<file path="src/rtl/mult_div_unit.sv">
// -----------------------------------------------------------------------------
// mult_div_unit
//   Iterative multiply/divide unit beside the register file. MULT/MULTU/DIV/DIVU
//   take DATA_W RUN cycles plus one FIX cycle and one DONE cycle; the 2*DATA_W
//   result lands in HI/LO. MTHI/MTLO write HI/LO directly while idle.
//
// Optional build macro: MULTDIV_ZERO_SKIP_EN
//   When defined, a multiply with a zero operand or a divide by zero skips RUN
//   and FIX: the result is written on the start edge and the unit goes straight
//   to DONE. When undefined, those cases take the full-length path.
//
// Ports
//   CLK     in   clock, rising edge
//   nRST    in   asynchronous active-low reset
//   start   in   request an operation (sampled only in IDLE)
//   op      in   2'b00 MULT, 2'b01 MULTU, 2'b10 DIV, 2'b11 DIVU
//   rs_dat  in   operand A / dividend
//   rt_dat  in   operand B / divisor
//   wr_hi   in   MTHI write enable (IDLE only)
//   wr_lo   in   MTLO write enable (IDLE only)
//   wdat    in   MTHI/MTLO data
//   busy    out  high whenever not IDLE
//   done    out  one-cycle pulse, HI/LO hold the new result
//   hi, lo  out  HI/LO registers
// -----------------------------------------------------------------------------
module mult_div_unit #(
  parameter int DATA_W = 32
) (
  input  logic              CLK,
  input  logic              nRST,
  input  logic              start,
  input  logic [1:0]        op,
  input  logic [DATA_W-1:0] rs_dat,
  input  logic [DATA_W-1:0] rt_dat,
  input  logic              wr_hi,
  input  logic              wr_lo,
  input  logic [DATA_W-1:0] wdat,
  output logic              busy,
  output logic              done,
  output logic [DATA_W-1:0] hi,
  output logic [DATA_W-1:0] lo
);

  typedef enum logic [1:0] {S_IDLE, S_RUN, S_FIX, S_DONE} state_t;

  localparam int CNT_W = $clog2(DATA_W);
  localparam logic [CNT_W-1:0] CNT_LAST = CNT_W'(DATA_W - 1);

  state_t              state_q, state_d;
  logic [CNT_W-1:0]    cnt_q;
  logic                is_div_q, neg_res_q, neg_rem_q, div0_q;
  logic [DATA_W-1:0]   a_q, b_q, rs_q;
  logic [2*DATA_W-1:0] prod_q;
  logic [DATA_W-1:0]   quo_q, rem_q;
  logic [DATA_W-1:0]   hi_q, lo_q;

  // Operand decode at the start edge
  logic              is_signed, skip;
  logic [DATA_W-1:0] a_mag, b_mag;

  assign is_signed = ~op[0];
  assign a_mag = (is_signed && rs_dat[DATA_W-1]) ? -rs_dat : rs_dat;
  assign b_mag = (is_signed && rt_dat[DATA_W-1]) ? -rt_dat : rt_dat;

`ifdef MULTDIV_ZERO_SKIP_EN
  assign skip = start && (op[1] ? (rt_dat == '0) : (rs_dat == '0 || rt_dat == '0));
`else
  assign skip = 1'b0;
`endif

  // One shift-add step: multiplier bits are consumed from the low half of
  // prod_q while partial sums enter at the top.
  logic [DATA_W:0]     mul_sum;
  logic [2*DATA_W-1:0] prod_d;
  assign mul_sum = {1'b0, prod_q[2*DATA_W-1:DATA_W]}
                 + {1'b0, (prod_q[0] ? a_q : {DATA_W{1'b0}})};
  assign prod_d  = {mul_sum, prod_q[DATA_W-1:1]};

  // One restoring-division step. The shifted trial remainder needs DATA_W+1
  // bits; after the restore it is always below the divisor again.
  logic [DATA_W:0]   div_shift, div_diff;
  logic [DATA_W-1:0] rem_d, quo_d;
  assign div_shift = {rem_q, quo_q[DATA_W-1]};
  assign div_diff  = div_shift - {1'b0, b_q};
  assign rem_d     = div_diff[DATA_W] ? div_shift[DATA_W-1:0] : div_diff[DATA_W-1:0];
  assign quo_d     = {quo_q[DATA_W-2:0], ~div_diff[DATA_W]};

  // Sign correction applied in FIX
  logic [2*DATA_W-1:0] prod_fix;
  logic [DATA_W-1:0]   quo_fix, rem_fix, res_hi, res_lo;
  assign prod_fix = neg_res_q ? -prod_q : prod_q;
  assign quo_fix  = neg_res_q ? -quo_q  : quo_q;
  assign rem_fix  = neg_rem_q ? -rem_q  : rem_q;

  always_comb begin
    res_hi = prod_fix[2*DATA_W-1:DATA_W];
    res_lo = prod_fix[DATA_W-1:0];
    if (is_div_q) begin
      if (div0_q) begin
        res_hi = rs_q;
        res_lo = '1;
      end else begin
        res_hi = rem_fix;
        res_lo = quo_fix;
      end
    end
  end

  // FSM: state register
  always_ff @(posedge CLK or negedge nRST) begin
    if (!nRST) state_q <= S_IDLE;
    else       state_q <= state_d;
  end

  // FSM: next state
  always_comb begin
    state_d = state_q;
    case (state_q)
      S_IDLE: if (start) state_d = skip ? S_DONE : S_RUN;
      S_RUN:  if (cnt_q == CNT_LAST) state_d = S_FIX;
      S_FIX:  state_d = S_DONE;
      S_DONE: state_d = S_IDLE;
      default: state_d = S_IDLE;
    endcase
  end

  // FSM: outputs
  always_comb begin
    busy = (state_q != S_IDLE);
    done = (state_q == S_DONE);
  end

  // Datapath registers
  always_ff @(posedge CLK or negedge nRST) begin
    if (!nRST) begin
      cnt_q     <= '0;
      is_div_q  <= 1'b0;
      neg_res_q <= 1'b0;
      neg_rem_q <= 1'b0;
      div0_q    <= 1'b0;
      a_q       <= '0;
      b_q       <= '0;
      rs_q      <= '0;
      prod_q    <= '0;
      quo_q     <= '0;
      rem_q     <= '0;
      hi_q      <= '0;
      lo_q      <= '0;
    end else begin
      case (state_q)
        S_IDLE: begin
          if (wr_hi) hi_q <= wdat;
          if (wr_lo) lo_q <= wdat;
          if (start) begin
            cnt_q     <= '0;
            is_div_q  <= op[1];
            neg_res_q <= is_signed && (rs_dat[DATA_W-1] ^ rt_dat[DATA_W-1]);
            neg_rem_q <= is_signed && rs_dat[DATA_W-1];
            div0_q    <= (rt_dat == '0);
            a_q       <= a_mag;
            b_q       <= b_mag;
            rs_q      <= rs_dat;
            prod_q    <= {{DATA_W{1'b0}}, b_mag};
            quo_q     <= a_mag;
            rem_q     <= '0;
            // Short-circuit results overwrite any simultaneous MTHI/MTLO
            if (skip) begin
              hi_q <= op[1] ? rs_dat : '0;
              lo_q <= op[1] ? '1 : '0;
            end
          end
        end
        S_RUN: begin
          cnt_q <= cnt_q + CNT_W'(1);
          if (is_div_q) begin
            rem_q <= rem_d;
            quo_q <= quo_d;
          end else begin
            prod_q <= prod_d;
          end
        end
        S_FIX: begin
          hi_q <= res_hi;
          lo_q <= res_lo;
        end
        default: ;
      endcase
    end
  end

  assign hi = hi_q;
  assign lo = lo_q;

endmodule

</file>
<file path="config.mk">
export PLATFORM = sky130hd
export DESIGN_NAME = mult_div_unit
export DESIGN_NICKNAME = d
export VERILOG_FILES = /design/src/rtl/mult_div_unit.sv
export SDC_FILE = /design/constraint.sdc
export NUM_CORES = 1
export LEC_CHECK = 0
export ABC_AREA = 1
export CAP_MARGIN = 20
export CORE_ASPECT_RATIO = 0.5
export CORE_MARGIN = 3
export CORE_UTILIZATION = 45
export CTS_CLUSTER_DIAMETER = 80
export CTS_CLUSTER_SIZE = 14
export DETAILED_ROUTE_END_ITERATION = 10
export PLACE_DENSITY = 0.7
export SYNTH_ARGS = -nofsm -noshare
export SYNTH_HDL_FRONTEND = slang
export SYNTH_SLANG_ARGS = --single-unit
export TNS_END_PERCENT = 1
</file>
<file path="constraint.sdc">
create_clock -name CLK -period 5.7 [get_ports CLK]
set_input_delay 0.57 -clock CLK [delete_from_list [all_inputs] [get_ports CLK]]
set_output_delay 0.57 -clock CLK [all_outputs]
set_load 0.02 [all_outputs]
</file>
==> qor.yml <==
dr.first_iter.drc_count: 4211
route.met2.wl_um: 41300
routabilityCongestion: 1.02
fp.dieW_um: 329
dp_hpwl_um: 89400
io_buffers: 168
synth_edf_count: 0
cts_tree: "built"
synth_area_leaders: "dfrtp_1, nand2_1, nor2_1"
async_reset_ff_share_pct: 100
die-area_um2: 55000
outcome: "finished clean"
end_kind: "flop"
yosysMostFrequentCell: "nand2_1"
synth_top_area_share_pct: 31.8
max_cap_viol_count: 0
numCtsBuffers: 25
route.met3.wl_um: 18200
fmax_mhz: 282
ys.flop_type: "dfrtp_1"
clock_path_buffers: 3
ys_ff_latch: 298
start_util_pct: 46.1
grt-ovfl-total: 0
cp_data_arrival_time_ps: 3950
grt_antenna_before_repair: 4
fin_nets: 3977
cts.reportedPaths.clkPinSlew_ps: 70
ant_nets: 0
rows: 58
cts_sinks: 298
hold_violations: 0
areaGrowthSynthToFinish_pct: 12.6
hold_class: "reg -> reg"
syn_area_um2: 23400
first_pass_iters: 6
h-tree-depth: 1
fin_util_pct: 51.9
cts_resized: 0
grt_first_pass_wirelength_um: 162000
seq_area_frac_synth_pct: 31.8
drive_gt1_share_pct: 3.66
cellPowerDensity_nw_per_um2: 590
yosys-top-cells-count: "nand2_1, nor2_1, inv_1"
avgSynthCellArea_um2: 6.32
root_buffer: "clkbuf_16"
yosysTopAreaCell: "dfrtp_1"
dpl_cell_area_um2: 25600
routed_wl_um: 112000
io_pins: 169
floorplan.die.height_um: 167
via_per_inst: 6.01
top_layer_used: "met5"
setup_viol: 0
worstPathMaxFanout: 97
slew_viol_final: 0
vias: 27000
yosys_warnings: 0
grt_usage_pct: 39.6
fin_crit_sh_pct: 62.2
grt_pass1_vias: 24000
fin_setup_tns_ps: 0
grt_max_degree: 132
clock_skew_ps: 19.4
wl_per_cell_um: 24.8
clock_latency_ps: 580
critPathLaunchType: "flop"
yosys.cell_types.count: 51
layout_min_cycle_time_ps: 3540
rsz0062_at_grt: "no"
finalInstanceArea_um2: 26400
worst_slew_pin_slew_ps: 1100
path_class: "reg -> reg"
synth_nets: 3890
met1_length_um: 49700
ir_drop_uv: 363
syn_inst: 3710
drc: 0
relSlewSlack_pct: 26.6
required_ps: 6110
p_leak_nw: 12.9
core_region_area_um2: 50900
==> sequential cells by signal, summed over array words and instances (netlist names) <==
register	cells
prod_q	64
rem_q	32
a_q	32
is_div_q	1
hi	32
quo_q	32
state_q	2
b_q	32
div0_q	1
lo	32
cnt_q	5
rs_q	31
neg_res_q	1
neg_rem_q	1
==> layer usage <==
metal | track usage (%) | vias up
li1 | - | 12300
met1 | 59.7 | 13100
met2 | 50.3 | 1505
met3 | 18.8 | 132
met4 | 7.07 | 8
met5 | 1.57 | -
==> worst max-delay path, stage by stage, from the launching register on <==
cell	delay [ps]
dfrtp_1	410
inv_1	110
ha_2	240
buf_4	740
nand2_1	200
inv_1	160
nor2_4	40
buf_4	320
inv_2	710
a21oi_1	80
o21ai_0	160
o21ai_0	140
==> worst paths after layout <==
path	start	endpoint	slack, ps	cells after the start
hold / removal	a_q[5]	a_q[5]	490	2
min in group asynchronous	nRST	prod_q[35]	560	2
max in group asynchronous	nRST	neg_res_q	3870	3
setup / recovery	state_q[1]	prod_q[13]	2160	11
setup reg to reg	state_q[1]	prod_q[13]	2160	11
hold reg to reg	a_q[5]	a_q[5]	490	2
==> layout make-up <==
type,count,area (um^2)
Fill cell,5319,24500
Clock inverter,3,68.8
Sequential cell,298,7460
Inverter,375,1410
Antenna cell,1,2.50
Clock buffer,28,647
Multi-Input combinational cell,2902,14000
Timing Repair Buffer,195,1960
Tap cell,690,863
==> through the flow <==
step	hold WS (ps)	cells	setup WS (ps)	total power [mW]
after floorplan	274	3710	3230	9.50
after global placement	465	4456	2040	13.2
after detailed placement	467	4457	2180	13.3
after CTS	485	4489	2240	15.0
after global routing	503	4491	1950	16.5
final	486	4492	2160	15.6
==> report_power, final <==
part	switching, mW	internal (mW)	leakage, nW	total, mW
sequential	0.989	3.04	3.70	4.03
clock	0.863	0.890	0.350	1.75
combinational	6.98	2.81	8.85	9.80
==> layout by cell type (no fill, tap or decap), types with 20 or more instances in the layout <==
cell type	n
a21oi_1	290
buf_4	21
clkbuf_16	25
clkdlybuf4s50_1	167
dfrtp_1	296
ha_1	73
inv_1	362
nand2_1	1085
nand3_1	271
nand3b_1	22
nand4_1	54
nor2_1	460
nor2_2	21
nor3_1	36
o211ai_1	24
o21ai_0	343
o21ai_1	20
xor2_1	66
==> kinds of logic after synthesis <==
group / after synthesis / synth area share [%]
AND/OR/NAND/NOR: 2006 / 35.8
AO/OA/AOI/OAI: 745 / 16.8
flip-flops: 298 / 31.8
XOR/XNOR: 74 / 2.77
adder cells (fa/ha/maj): 77 / 4.17
buffers and inverters: 510 / 8.66
==> repair_timing <==
action,CTS,global route
endpoints found under the hold margin,60,0
buffers inserted,0,0
hold buffers,1,0
Note: power is estimated with default switching activity, not from simulation.
